## src/rtl/cpu_pkg.sv

```systemverilog
// Shared CPU constants: datapath widths, opcodes and the fetch state encoding.
package cpu_pkg;

  localparam int unsigned ADDR_W  = 12;
  localparam int unsigned INSTR_W = 16;

  localparam logic [3:0] OP_ADD  = 4'b0010;
  localparam logic [3:0] OP_ADDI = 4'b0110;
  localparam logic [3:0] OP_SUBI = 4'b0111;
  localparam logic [3:0] OP_BNE  = 4'b1001;
  localparam logic [3:0] OP_HALT = 4'b1111;

  typedef enum logic [1:0] {
    IDLE = 2'd0,
    RUN  = 2'd1,
    HALT = 2'd2
  } fetch_state_e;

  function automatic logic [3:0] opcode_of(input logic [INSTR_W-1:0] word);
    return word[INSTR_W-1 -: 4];
  endfunction

endpackage

```

## src/rtl/fetch_unit_if.sv

```systemverilog
// Instruction-memory port plus the IF/ID pipeline register outputs of the fetch stage.
interface fetch_unit_if;
  import cpu_pkg::*;

  logic [ADDR_W-1:0]  PCAdd_pc;
  logic [INSTR_W-1:0] M_instruction;
  logic [INSTR_W-1:0] IF_instruction;
  logic [ADDR_W-1:0]  IF_pc;
  logic [ADDR_W-1:0]  IF_pc_plus1;
  logic               IF_valid;

  modport master (
    output PCAdd_pc,
    input  M_instruction,
    output IF_instruction,
    output IF_pc,
    output IF_pc_plus1,
    output IF_valid
  );

  modport slave (
    input  PCAdd_pc,
    output M_instruction,
    input  IF_instruction,
    input  IF_pc,
    input  IF_pc_plus1,
    input  IF_valid
  );
endinterface

```

## src/rtl/fetch_unit_pc_next_sel.sv

```systemverilog
// Next-PC selection: redirect beats stall/halt, otherwise sequential advance with wrap.
module pc_next_sel #(
  parameter int unsigned ADDR_W = 12
) (
  input  logic [ADDR_W-1:0] pc,
  input  logic              run,
  input  logic              stall,
  input  logic              br_taken,
  input  logic [ADDR_W-1:0] br_target,
  input  logic              halt_hit,
  output logic [ADDR_W-1:0] pc_next
);

  always_comb begin
    pc_next = pc;
    if (br_taken) begin
      pc_next = br_target;
    end else if (run && !stall && !halt_hit) begin
      pc_next = pc + ADDR_W'(1);
    end
  end

endmodule

```

## src/rtl/fetch_unit.sv

```systemverilog
// Fetch stage: owns the PC, drives instruction memory and registers the fetched word into IF/ID.
module fetch_unit
  import cpu_pkg::*;
#(
  parameter logic [ADDR_W-1:0]  RESET_PC = '0,
  parameter logic [INSTR_W-1:0] NOP_WORD = '0,
  parameter logic [3:0]         HALT_OP  = OP_HALT
) (
  input  logic               clk,
  input  logic               reset,
  input  logic               start,
  input  logic               stall,
  input  logic               br_taken,
  input  logic [ADDR_W-1:0]  br_target,
  fetch_unit_if.master       bus,
  output logic               halted
);

  fetch_state_e      state, state_next;
  logic [ADDR_W-1:0] pc, pc_next;
  logic              redirect, fetch_en, halt_hit;

  // Branches are honoured in RUN and HALT only; stall never blocks a redirect.
  assign redirect = br_taken && (state != IDLE);
  assign fetch_en = (state == RUN) && !stall && !redirect;
  assign halt_hit = fetch_en && (opcode_of(bus.M_instruction) == HALT_OP);

  assign bus.PCAdd_pc = pc;
  assign halted       = (state == HALT);

  pc_next_sel #(.ADDR_W(ADDR_W)) u_pc_next_sel (
    .pc        (pc),
    .run       (state == RUN),
    .stall     (stall),
    .br_taken  (redirect),
    .br_target (br_target),
    .halt_hit  (halt_hit),
    .pc_next   (pc_next)
  );

  always_ff @(posedge clk) begin
    if (reset) begin
      state <= IDLE;
      pc    <= RESET_PC;
    end else begin
      state <= state_next;
      pc    <= pc_next;
    end
  end

  always_comb begin
    state_next = state;
    unique case (state)
      IDLE:    if (start) state_next = RUN;
      RUN:     if (redirect) state_next = RUN;
               else if (halt_hit) state_next = HALT;
      HALT:    if (redirect) state_next = RUN;
      default: state_next = IDLE;
    endcase
  end

  always_ff @(posedge clk) begin
    if (reset) begin
      bus.IF_instruction <= NOP_WORD;
      bus.IF_pc          <= '0;
      bus.IF_pc_plus1    <= '0;
      bus.IF_valid       <= 1'b0;
    end else if (redirect) begin
      bus.IF_instruction <= NOP_WORD;
      bus.IF_valid       <= 1'b0;
    end else if (fetch_en) begin
      bus.IF_instruction <= bus.M_instruction;
      bus.IF_pc          <= pc;
      bus.IF_pc_plus1    <= pc + ADDR_W'(1);
      bus.IF_valid       <= 1'b1;
    end else if (state != RUN) begin
      bus.IF_valid       <= 1'b0;
    end
  end

endmodule

```

## src/flat_wrapper.sv

```systemverilog
// flat-port wrapper written by rule: the top's interface ports become plain ports
module fetch_unit_flat import cpu_pkg::*;
#(
  parameter logic [ADDR_W-1:0]  RESET_PC = '0,
  parameter logic [INSTR_W-1:0] NOP_WORD = '0,
  parameter logic [3:0]         HALT_OP  = OP_HALT
)
  (clk, reset, start, stall, br_taken, br_target, halted, bus_PCAdd_pc, bus_M_instruction, bus_IF_instruction, bus_IF_pc, bus_IF_pc_plus1, bus_IF_valid);
  fetch_unit_if bus_i ();
  input  logic clk;
  input  logic reset;
  input  logic start;
  input  logic stall;
  input  logic br_taken;
  input  logic [ADDR_W-1:0] br_target;
  output logic halted;
  output wire logic [$bits(bus_i.PCAdd_pc)-1:0] bus_PCAdd_pc;
  input wire logic [$bits(bus_i.M_instruction)-1:0] bus_M_instruction;
  output wire logic [$bits(bus_i.IF_instruction)-1:0] bus_IF_instruction;
  output wire logic [$bits(bus_i.IF_pc)-1:0] bus_IF_pc;
  output wire logic [$bits(bus_i.IF_pc_plus1)-1:0] bus_IF_pc_plus1;
  output wire logic [$bits(bus_i.IF_valid)-1:0] bus_IF_valid;
  assign bus_PCAdd_pc = bus_i.PCAdd_pc;
  assign bus_i.M_instruction = bus_M_instruction;
  assign bus_IF_instruction = bus_i.IF_instruction;
  assign bus_IF_pc = bus_i.IF_pc;
  assign bus_IF_pc_plus1 = bus_i.IF_pc_plus1;
  assign bus_IF_valid = bus_i.IF_valid;
  fetch_unit #(.RESET_PC(RESET_PC), .NOP_WORD(NOP_WORD), .HALT_OP(HALT_OP)) u_core (.clk(clk), .reset(reset), .start(start), .stall(stall), .br_taken(br_taken), .br_target(br_target), .bus(bus_i), .halted(halted));
endmodule
```

## config.mk

```make
export PLATFORM = sky130hd
export DESIGN_NAME = fetch_unit_flat
export DESIGN_NICKNAME = d
export VERILOG_FILES = /design/src/rtl/cpu_pkg.sv /design/src/rtl/fetch_unit_if.sv /design/src/rtl/fetch_unit_pc_next_sel.sv /design/src/rtl/fetch_unit.sv /design/src/flat_wrapper.sv
export SDC_FILE = /design/constraint.sdc
export NUM_CORES = 1
export LEC_CHECK = 0
export BUFFER_PORTS_ARGS = -buffer_cell sky130_fd_sc_hd__buf_2
export CORE_MARGIN = 4
export CORE_UTILIZATION = 45
export DETAILED_ROUTE_END_ITERATION = 12
export PLACE_DENSITY = 0.73
export SETUP_SLACK_MARGIN = 0.02
export SLEW_MARGIN = 20
export SYNTH_ARGS = -nofsm -noshare
export SYNTH_HDL_FRONTEND = slang
export SYNTH_HIERARCHICAL = 1
export SYNTH_SLANG_ARGS = --single-unit
```

## constraint.sdc

```tcl
create_clock -name clk -period 4 [get_ports clk]
set_input_delay 0.2 -clock clk [delete_from_list [all_inputs] [get_ports clk]]
set_output_delay 0.2 -clock clk [all_outputs]
set_load 0.02 [all_outputs]
```

==> impl_metrics.toml <==
[yosys]
synth_cells = 294
syn_nets = 329
syn_area_per_cell_um2 = 8.28
yosys_top_cell_area_share_pct = 45.2
area_leader_netlist = "sky130_fd_sc_hd__dfxtp_1"
synthTopCellsByArea = "sky130_fd_sc_hd__dfxtp_1 45%, sky130_fd_sc_hd__nand2_1 12%, sky130_fd_sc_hd__a21oi_1 6.2%"
number_of_synthesized_flops_with_an_enable_pin = 0
async_flop_share_pct = 0
synth_area_um2 = 2430
ys.warnings.count = 6
prevailing_post_synth_register_cell = "sky130_fd_sc_hd__dfxtp_1"
yosysSeqAreaShare_pct = 45.2
synth_seq_cells = 55
yosysUniqueCellTypes = 37

[global_route]
vias_in_the_first_global_route = 2015
largest_net_degree_at_the_start_of_global_routing = 42
initial_antenna_violation_count = 0
final_global_route_overflow_total = 0
grt_use_total_pct = 18.1
grt_first_pass_wirelength_um = 9320

[sta]
final_min_period_over_clock_period_pct = 64.2
tightest_slew_ns = 0.715
fin_setup_tns_ns = 0
grt_setup_unrepaired = "no"
clock.fmax_mhz = 390
finalSetupViolCount = 0
max_slew_margin_pct = 52.3
finalClockSkew_ns = 0.00409
timing_max_transition_violations_final = 0
final_period_demand_of_the_worst_path_ns = 2.57
hold_ws_ns = 0.126
finalHoldViolCount = 0
worst_setup_margin_ns = 1.43

[place]
place_worst_setup_slack_ns = 1.02
globalplace.congestion = 0.799
portBuffers = 86
post-dp-hpwl_um = 4210

[power_and_ir_drop]
cell_internal_pwr_w = 0.000769
power_density_nw_per_um2 = 345
pwr-share-comb_pct = 11.4
power.leakage_nw = 1.20
vdd.ir_drop.worst_mv = 0.160
netSwitchingPower_w = 0.000260
sw_ratio_pct = 25.3
power.clock.fraction_pct = 31.7
p_seq_share_pct = 56.9

[cts]
tritoncts.num_buffers = 5
clock_tree.root_cell = "sky130_fd_sc_hd__clkbuf_8"
holdBufCountCts = 0
post-cts-setup-buffers = 0
clk_pin_slew_worst_paths_ns = 0.09
cts_resized = 0
cts_tree = "yes"
cts.path.max_buffers = 2
numClockSinks = 55
insertion_delay_ns = 0.30
h-tree-depth = 2

[worst_setup_path]
critical_path.startpoint_type = "flop"
critical_path_required_ns = 4.17
worst_setup_path_category = "reg -> reg"
timing.critical_path.fanout_max = 33
end_kind = "flop"
critPathArrivalTime_ns = 2.73

[route]
wl_per_cell_um = 13.5
drt.antenna.violating_nets = 0
highest_metal_used = "met4"
drt_first_iter_violations = 100
avgViaCountPerCell = 5.07
drt-pass1-iter-count = 4
drt-total-wl_um = 5950
met2WireLength_um = 2710
vias = 2239
drt-met1-wl_um = 2730
drc_errors = 0
met3_length_um = 417

[floorplanning]
die_h_um = 81.6
floorplan.die.width_um = 81.6
placement_rows = 26
design.core.area_um2 = 5170
start_util_pct = 47.1
die_area_um2 = 6650
top_level_ports = 87

[flow_run]
cap_violations = 0

[finish]
num-nets-final = 406
antenna_cells_inserted = 0
layout_commonest_cell = "sky130_fd_sc_hd__buf_2"
most-common-layout-cells = "86 x sky130_fd_sc_hd__buf_2, 75 x sky130_fd_sc_hd__nand2_1, 55 x sky130_fd_sc_hd__dfxtp_1"
fraction_of_final_layout_cells_sized_beyond_drive_strength_1_pct = 29.0
post_synthesis_to_final_layout_area_growth_pct = 22.6
postLayoutCoreUtil_pct = 57.7

[status]
run_status = "finished clean"

[hold_path]
timing.hold.worst.class = "in -> reg"
[Yosys cell counts (2+ instances only)]
master	instances
sky130_fd_sc_hd__nand4_1	6
sky130_fd_sc_hd__nand2_1	75
sky130_fd_sc_hd__xor2_1	6
sky130_fd_sc_hd__nand3_1	6
sky130_fd_sc_hd__o21ai_0	9
sky130_fd_sc_hd__nor2_1	16
sky130_fd_sc_hd__nor3_1	8
sky130_fd_sc_hd__xnor2_1	15
sky130_fd_sc_hd__dfxtp_1	55
sky130_fd_sc_hd__buf_2	7
sky130_fd_sc_hd__clkbuf_1	8
sky130_fd_sc_hd__ha_1	2
sky130_fd_sc_hd__nor2b_1	13
sky130_fd_sc_hd__a21oi_1	30
sky130_fd_sc_hd__inv_1	4
sky130_fd_sc_hd__a211oi_1	10
sky130_fd_sc_hd__mux2_2	2
sky130_fd_sc_hd__nor4_2	3
[routing by layer]
metal | up-vias | GRT usage, %
li1 | 1140 | -
met1 | 1011 | 22.7
met2 | 78 | 29.4
met3 | 10 | 4.50
met4 | 0 | 7.60
met5 | - | 0
[kinds of logic after synthesis]
logic type | Yosys count | synth area share [%]
adders and majority gates | 2 | 1.03
AOI/OAI and AO/OA | 53 | 12.5
xor gates and xnor gates | 21 | 7.55
DFF | 55 | 45.2
and+or+nand+nor | 139 | 28.3
buffers and inverters | 21 | 4.06
muxes | 3 | 1.34
[path summary, 6_finish.rpt]
check | from | to | slack, ns | depth (start not counted)
worst max-delay path | u_core/state[1] | u_core/bus.PCAdd_pc[9] | 1.43 | 8
worst min-delay path | bus_M_instruction[5] | u_core/bus.IF_instruction[5] | 0.13 | 3
worst max register to register | u_core/state[1] | u_core/bus.PCAdd_pc[9] | 1.43 | 8
worst min register to register | u_core/bus.IF_instruction[5] | u_core/bus.IF_instruction[5] | 0.46 | 2
[sequential cells by signal, summed over array words and instances, names as in the netlist]
name / count
u_core/bus.IF_instruction: 16
u_core/bus.IF_pc: 12
u_core/bus.IF_pc_plus1: 12
u_core/bus.IF_valid: 1
u_core/bus.PCAdd_pc: 12
u_core/state: 2
[metrics by stage]
step,cell area (µm²),cells,power (W)
floorplan,2430,294,0.000670
global placement,2880,434,0.000713
detailed placement,2880,434,0.000716
CTS,2980,442,0.00104
global route,2980,442,0.00108
finish,2980,442,0.00103
[critical path, cell delays in order (launching register included)]
cell	delay, ns
sky130_fd_sc_hd__dfxtp_1	0.40
sky130_fd_sc_hd__nand2b_4	0.18
sky130_fd_sc_hd__or3_2	0.51
sky130_fd_sc_hd__nor2_1	0.19
sky130_fd_sc_hd__nand4bb_4	0.31
sky130_fd_sc_hd__nor4_2	0.35
sky130_fd_sc_hd__xor2_1	0.11
sky130_fd_sc_hd__mux2_2	0.27
sky130_fd_sc_hd__nor2b_1	0.12
[area by class of cell]
class                      instances  area (µm²)
multi-input combinational        218        1240
clock buffer                       8         100
tap                               70        87.6
inverter                           4        15.0
timing repair buffer              87         438
fill                             521        2190
sequential                        55        1100
[power by group through the flow]
stage          combinational [W]  sequential [W]  clock [W]
2_1_floorplan          0.0000578        0.000612          0
3_3_place_gp            0.000116        0.000597          0
3_5_place_dp            0.000118        0.000598          0
4_1_cts                 0.000118        0.000585   0.000338
5_1_grt                 0.000130        0.000588   0.000360
6_report                0.000117        0.000585   0.000326
(Power assumes the default switching activity.)
